==> src/rtl/halt_tag_lookup_ctrl.sv <==
// Lookup/refill controller for one 4-way set of a way-halting cache.
// Halt tags pre-filter ways so the wide main-tag compare only runs on survivors.
//
// state  | meaning
// IDLE   | ready for a lookup; latches lkp_tag on accept
// HALT   | register per-way halt-tag match vector
// CMP    | main-tag compare on surviving ways; hit or pick refill victim
// REFILL | memory refill handshake, wait for mem_ack
// WRITE  | install latched tag into victim way
// RESP   | one-cycle response strobe
module halt_tag_lookup_ctrl #(
    parameter int HALT_W = 4,
    parameter int MAIN_W = 20,
    parameter int CNT_W  = 16
) (
    input  logic                       clk,
    input  logic                       reset,
    input  logic                       lkp_valid,
    output logic                       lkp_ready,
    input  logic [HALT_W+MAIN_W-1:0]   lkp_tag,
    input  logic [3:0]                 way_valid,
    input  logic [4*HALT_W-1:0]        halt_tag_i,
    input  logic [4*MAIN_W-1:0]        main_tag_i,
    output logic                       resp_valid,
    output logic                       hit,
    output logic                       miss,
    output logic [1:0]                 hit_way,
    output logic                       mem_req,
    output logic [HALT_W+MAIN_W-1:0]   mem_tag,
    input  logic                       mem_ack,
    output logic                       tag_we,
    output logic [3:0]                 way_sel,
    output logic [HALT_W-1:0]          wr_halt_tag,
    output logic [MAIN_W-1:0]          wr_main_tag,
    output logic [CNT_W-1:0]           main_cmp_cnt,
    output logic                       multi_hit
);
    localparam int TAG_W = HALT_W + MAIN_W;

    typedef enum logic [2:0] {
        S_IDLE, S_HALT, S_CMP, S_REFILL, S_WRITE, S_RESP
    } state_t;

    state_t             state_q, state_d;
    logic [TAG_W-1:0]   tag_q, tag_d;
    logic [3:0]         halt_match_q, halt_match_d;
    logic [1:0]         rr_ptr_q, rr_ptr_d;
    logic [CNT_W-1:0]   cnt_q, cnt_d;
    logic               multi_hit_q, multi_hit_d;
    logic               hit_q, hit_d;
    logic [1:0]         way_q, way_d;

    logic [HALT_W-1:0]  lkp_halt;
    logic [MAIN_W-1:0]  lkp_main;
    logic [3:0]         halt_eq;
    logic [3:0]         main_match;
    logic [2:0]         match_pop;
    logic [CNT_W:0]     cnt_sum;
    logic [CNT_W-1:0]   cnt_sat;
    logic [1:0]         first_way;
    logic [1:0]         victim;
    logic               any_invalid;

    assign lkp_halt = tag_q[HALT_W-1:0];
    assign lkp_main = tag_q[TAG_W-1:HALT_W];

    always_comb begin
        halt_eq    = '0;
        main_match = '0;
        for (int w = 0; w < 4; w++) begin
            halt_eq[w]    = way_valid[w] && (halt_tag_i[w*HALT_W +: HALT_W] == lkp_halt);
            main_match[w] = halt_match_q[w] && (main_tag_i[w*MAIN_W +: MAIN_W] == lkp_main);
        end
    end

    always_comb begin
        match_pop = 3'({2'b00, halt_match_q[0]}) + 3'({2'b00, halt_match_q[1]})
                  + 3'({2'b00, halt_match_q[2]}) + 3'({2'b00, halt_match_q[3]});
        cnt_sum   = {1'b0, cnt_q} + (CNT_W+1)'(match_pop);
        cnt_sat   = cnt_sum[CNT_W] ? {CNT_W{1'b1}} : cnt_sum[CNT_W-1:0];
    end

    // Lowest-index priority for both the hit way and the invalid-way victim.
    always_comb begin
        first_way   = 2'd0;
        victim      = rr_ptr_q;
        any_invalid = ~&way_valid;
        for (int w = 3; w >= 0; w--) begin
            if (main_match[w]) first_way = 2'(w);
            if (!way_valid[w]) victim = 2'(w);
        end
    end

    always_ff @(posedge clk or negedge reset) begin
        if (!reset) begin
            state_q      <= S_IDLE;
            tag_q        <= '0;
            halt_match_q <= '0;
            rr_ptr_q     <= '0;
            cnt_q        <= '0;
            multi_hit_q  <= 1'b0;
            hit_q        <= 1'b0;
            way_q        <= '0;
        end else begin
            state_q      <= state_d;
            tag_q        <= tag_d;
            halt_match_q <= halt_match_d;
            rr_ptr_q     <= rr_ptr_d;
            cnt_q        <= cnt_d;
            multi_hit_q  <= multi_hit_d;
            hit_q        <= hit_d;
            way_q        <= way_d;
        end
    end

    always_comb begin
        state_d      = state_q;
        tag_d        = tag_q;
        halt_match_d = halt_match_q;
        rr_ptr_d     = rr_ptr_q;
        cnt_d        = cnt_q;
        multi_hit_d  = multi_hit_q;
        hit_d        = hit_q;
        way_d        = way_q;
        lkp_ready    = 1'b0;
        resp_valid   = 1'b0;
        hit          = 1'b0;
        miss         = 1'b0;
        hit_way      = '0;
        mem_req      = 1'b0;
        mem_tag      = '0;
        tag_we       = 1'b0;
        way_sel      = '0;
        wr_halt_tag  = '0;
        wr_main_tag  = '0;

        unique case (state_q)
            S_IDLE: begin
                lkp_ready = 1'b1;
                if (lkp_valid) begin
                    tag_d   = lkp_tag;
                    state_d = S_HALT;
                end
            end
            S_HALT: begin
                halt_match_d = halt_eq;
                state_d      = S_CMP;
            end
            S_CMP: begin
                if (halt_match_q != 4'b0000) cnt_d = cnt_sat;
                if (main_match != 4'b0000) begin
                    hit_d   = 1'b1;
                    way_d   = first_way;
                    state_d = S_RESP;
                    if ((main_match & (main_match - 4'd1)) != 4'b0000) multi_hit_d = 1'b1;
                end else begin
                    hit_d   = 1'b0;
                    way_d   = victim;
                    state_d = S_REFILL;
                    if (!any_invalid) rr_ptr_d = rr_ptr_q + 2'd1;
                end
            end
            S_REFILL: begin
                mem_req = 1'b1;
                mem_tag = tag_q;
                if (mem_ack) state_d = S_WRITE;
            end
            S_WRITE: begin
                tag_we      = 1'b1;
                way_sel     = 4'b0001 << way_q;
                wr_halt_tag = lkp_halt;
                wr_main_tag = lkp_main;
                state_d     = S_RESP;
            end
            S_RESP: begin
                resp_valid = 1'b1;
                hit        = hit_q;
                miss       = ~hit_q;
                hit_way    = way_q;
                state_d    = S_IDLE;
            end
            default: state_d = S_IDLE;
        endcase
    end

    assign main_cmp_cnt = cnt_q;
    assign multi_hit    = multi_hit_q;

endmodule

==> config.mk <==
export PLATFORM = sky130hd
export DESIGN_NAME = halt_tag_lookup_ctrl
export DESIGN_NICKNAME = d
export VERILOG_FILES = /design/src/rtl/halt_tag_lookup_ctrl.sv
export SDC_FILE = /design/constraint.sdc
export NUM_CORES = 1
export LEC_CHECK = 0
export BUFFER_PORTS_ARGS = -buffer_cell sky130_fd_sc_hd__buf_2
export CORE_ASPECT_RATIO = 0.75
export CORE_MARGIN = 1
export CORE_UTILIZATION = 32
export DETAILED_ROUTE_END_ITERATION = 10
export PLACE_DENSITY = 0.69
export SLEW_MARGIN = 30
export SYNTH_ARGS = -nofsm -noshare
export SYNTH_HDL_FRONTEND = slang
export SYNTH_SLANG_ARGS = --single-unit
==> constraint.sdc <==
create_clock -name clk -period 2.8 [get_ports clk]
set_clock_uncertainty 0.15 [all_clocks]
set_input_delay 0.7 -clock clk [delete_from_list [all_inputs] [get_ports clk]]
set_output_delay 0.7 -clock clk [all_outputs]
set_load 0.005 [all_outputs]
==> results.yml <==
synthesis:
  synth-edff-count: 0
  seq_area_frac_synth_pct: 33.2
  synth_ff_type: "dfrtp_1"
  synth_top_family_by_area: "simple AND/OR/NAND/NOR gates"
  async_flop_share_pct: 100
  synth_area_mm2: 0.00399
  synthTopCellsByArea: "dfrtp_1, xnor2_1, and2_1"
  synth_fa_ha_area_share_pct: 2.07
  syn-instance-count: 422
  synth-compound-area-share_pct: 3.23
  synth_cell_types: 48
  yosysTopAreaCell: "dfrtp_1"
  muxShareOfSynthArea_pct: 7.31
  synth_xor_area_share_pct: 23.9
  yosys_warnings: 0
  synth-simple-area-share_pct: 25.4
  synth_area_per_cell_um2: 9.45
  post-synth-top-area-fraction_pct: 33.2
  synth_nets: 554
  ys_ff_latch: 53
worst_setup_path:
  crit_start: "halt_match_q[2]"
  critPathCaptureType: "flop"
  cp_max_fo: 2
  rr_startpoint: "halt_match_q[2]"
  cp_data_required_time_ns: 2.83
  critPathSlowestCell: "fa_1"
  critPathKind: "reg -> reg"
  slowest_delay_ns: 0.56
  crit_buf_inv: 2
  ff2ff_path_depth: 10
  cp_top_family: "adder cells"
  r2r_slack_ns: 0.04
  crit_chain: "fa_1 > inv_2 > fa_2 > inv_1 > fa_1 > and3_4 > and3_4 > nand3_4 > nor2_2 > mux2_1"
  r2r-end: "main_cmp_cnt[14]"
  cp-start-kind: "flop"
  critical_path_cell_count: 10
  arrival_ns: 2.79
grt:
  grt_max_degree: 31
  grt_antenna_before_repair: 0
  grt.overflow.total: 0
  grt_pass1_vias: 3700
  track_usage_pct: 20.2
  grt_pass1_wl_um: 19600
sta:
  holdWs_ns: 0.249
  finalHoldViolCount: 0
  drv_slew: 0
  setup_viol: 0
  final.period_utilization_pct: 98.6
  worst_pin_slew_ns: 0.808
  maxSlewHeadroom_pct: 46.0
  min_period_ns: 2.76
  fmax_ghz: 0.362
  grt_setup_unrepaired: "yes"
pwr:
  p_leak_uw: 0.00267
  peakVddDrop_uv: 368
  total_power_uw: 4510
  netSwitchingPower_uw: 1880
  clockPowerShare_pct: 14.5
  power.density_mw_per_mm2: 836
  p_int_uw: 2630
  switching_share_pct: 41.7
  share_seq_of_total_power_pct: 37.8
  pwr-share-comb_pct: 47.7
floorplan:
  initial_utilization_pct: 33.6
  dieArea_mm2: 0.0129
  core_area_mm2: 0.0119
  pin_count: 205
  rows: 34
  die_w_um: 131
  die_h_um: 98.7
route:
  vias: 3712
  detail_route.wl_per_cell_um: 16.4
  ant_nets: 0
  wl_um: 12700
  first_pass_iters: 4
  drc_errors: 0
  avgViaCountPerCell: 4.78
  drtIter0Drc: 157
place:
  globalplace.congestion: 0.894
  dp_hpwl_um: 10500
  portBuffers: 204
finish:
  mostFrequentLayoutCells: "buf_2, xnor2_1, and2_1, dfrtp_1, xor2_1"
  fillers: 1183
  area_delta_synth_final_pct: 35.1
  nNetsFinal: 745
  final_common_cell: "buf_2"
  fin_util_pct: 45.4
  drive_above_1_share_pct: 45.6
clock_network:
  cts_tree: "built"
  htree_levels: 2
  cts-buffers-inserted: 5
  path_clk_slew_ns: 0.07
  clock_path_buffers: 2
  cts_root_buf: "clkbuf_16"
  clock-sinks: 53
  insertion_delay_ns: 0.29
flow_run:
  max_cap_viol_count: 0
hold_path:
  min_path_type: "in -> async"
run_status:
  status: "complete, no violations"
==> per-layer routing <==
metal / routed length (µm) / global-route usage, % / vias to the layer above
met4: 165 / 4.95 / 0
met3: 824 / 3.91 / 14
met5: 0 / 0 / -
li1: - / - / 1784
met1: 5930 / 27.4 / 1754
met2: 5810 / 33.0 / 160
==> metrics by stage <==
step | instance area (µm²) | worst slack [ns] | cells | setup TNS, ns
2_1_floorplan | 3990 | 0.0609 | 422 | 0
3_3_place_gp | 5190 | 0.0240 | 767 | 0
3_5_place_dp | 5190 | -0.0247 | 767 | -0.0397
4_1_cts | 5350 | 0.00193 | 775 | 0
5_1_grt | 5390 | -0.112 | 776 | -0.574
6_report | 5390 | 0.0390 | 777 | 0
==> synthesized netlist by cell type (3+ instances only) <==
cell and instances:
xnor2_1 81, and2_1 53, dfrtp_1 53, clkbuf_1 31, xor2_1 28, mux2_2 24, nand3_1 20, nand2_1 18
nand4_1 16, nand2_2 10, nor4_1 9, o21ai_0 9, inv_1 7, and3_1 5, nor2_1 4, nor3_1 4
nor3b_1 4, a21oi_1 3, and3b_1 3, and4_1 3, buf_6 3, fa_1 3
==> worst register-to-register path: cells and delay by family, from the launching register on <==
| kind | cells | cell delay (ns) |
|---|---|---|
| buffers and inverters | 2 | 0.12 |
| multiplexers | 1 | 0.31 |
| flip-flops | 1 | 0.41 |
| adder cells (fa/ha/maj) | 3 | 1.10 |
| AND/OR/NAND/NOR | 4 | 0.55 |
==> power by group through the flow <==
stage	Sequential [µW]	Clock (µW)	Combinational [µW]
final	1700	655	2150
after global routing	1770	708	2400
after CTS	1700	677	2150
after detailed placement	1720	0	2140
after global placement	1680	0	2070
after floorplan	1170	0	1880
==> cell families (layout without fill, tap and decap cells) <==
| kind of cell | after synthesis | after routing |
|---|---|---|
| other | 0 | 1 |
| buffers and inverters | 44 | 236 |
| multiplexers | 26 | 26 |
| XOR/XNOR | 109 | 109 |
| AO/OA/AOI/OAI | 21 | 21 |
| AND/OR/NAND/NOR | 164 | 164 |
| flip-flops | 53 | 53 |
| adder cells (fa/ha/maj) | 5 | 5 |
==> flip-flops by register name, indices dropped and copies added (netlist names) <==
name	cells
halt_match_q	4
hit_q	1
main_cmp_cnt	16
multi_hit	1
rr_ptr_q	2
state_q	3
tag_q	24
way_q	2
==> final cells by class <==
class                   instances  area (µm²)  area share, %
diodes                          1        2.50         0.0464
clock buffers                   7         153           2.83
clock inverters                 1        5.00         0.0929
inverters                       7        26.3          0.487
multi-input cells             325        2500           46.4
flip-flops and latches         53        1330           24.6
well taps                     162         203           3.76
repair buffers                221        1170           21.8
==> worst max path at each step <==
stage	to
2_1_floorplan	main_cmp_cnt[14]
3_3_place_gp	main_cmp_cnt[15]
3_5_place_dp	main_cmp_cnt[15]
4_1_cts	main_cmp_cnt[15]
5_1_grt	main_cmp_cnt[10]
6_report	main_cmp_cnt[14]
==> repair_timing <==
item,CTS,global route
endpoints found under the hold margin,0,0
setup endpoints to repair,2,14
setup buffers,0,1
pin swaps,0,6
hold buffers,0,0
gates resized for setup,1,11
(Power assumes the default switching activity.)
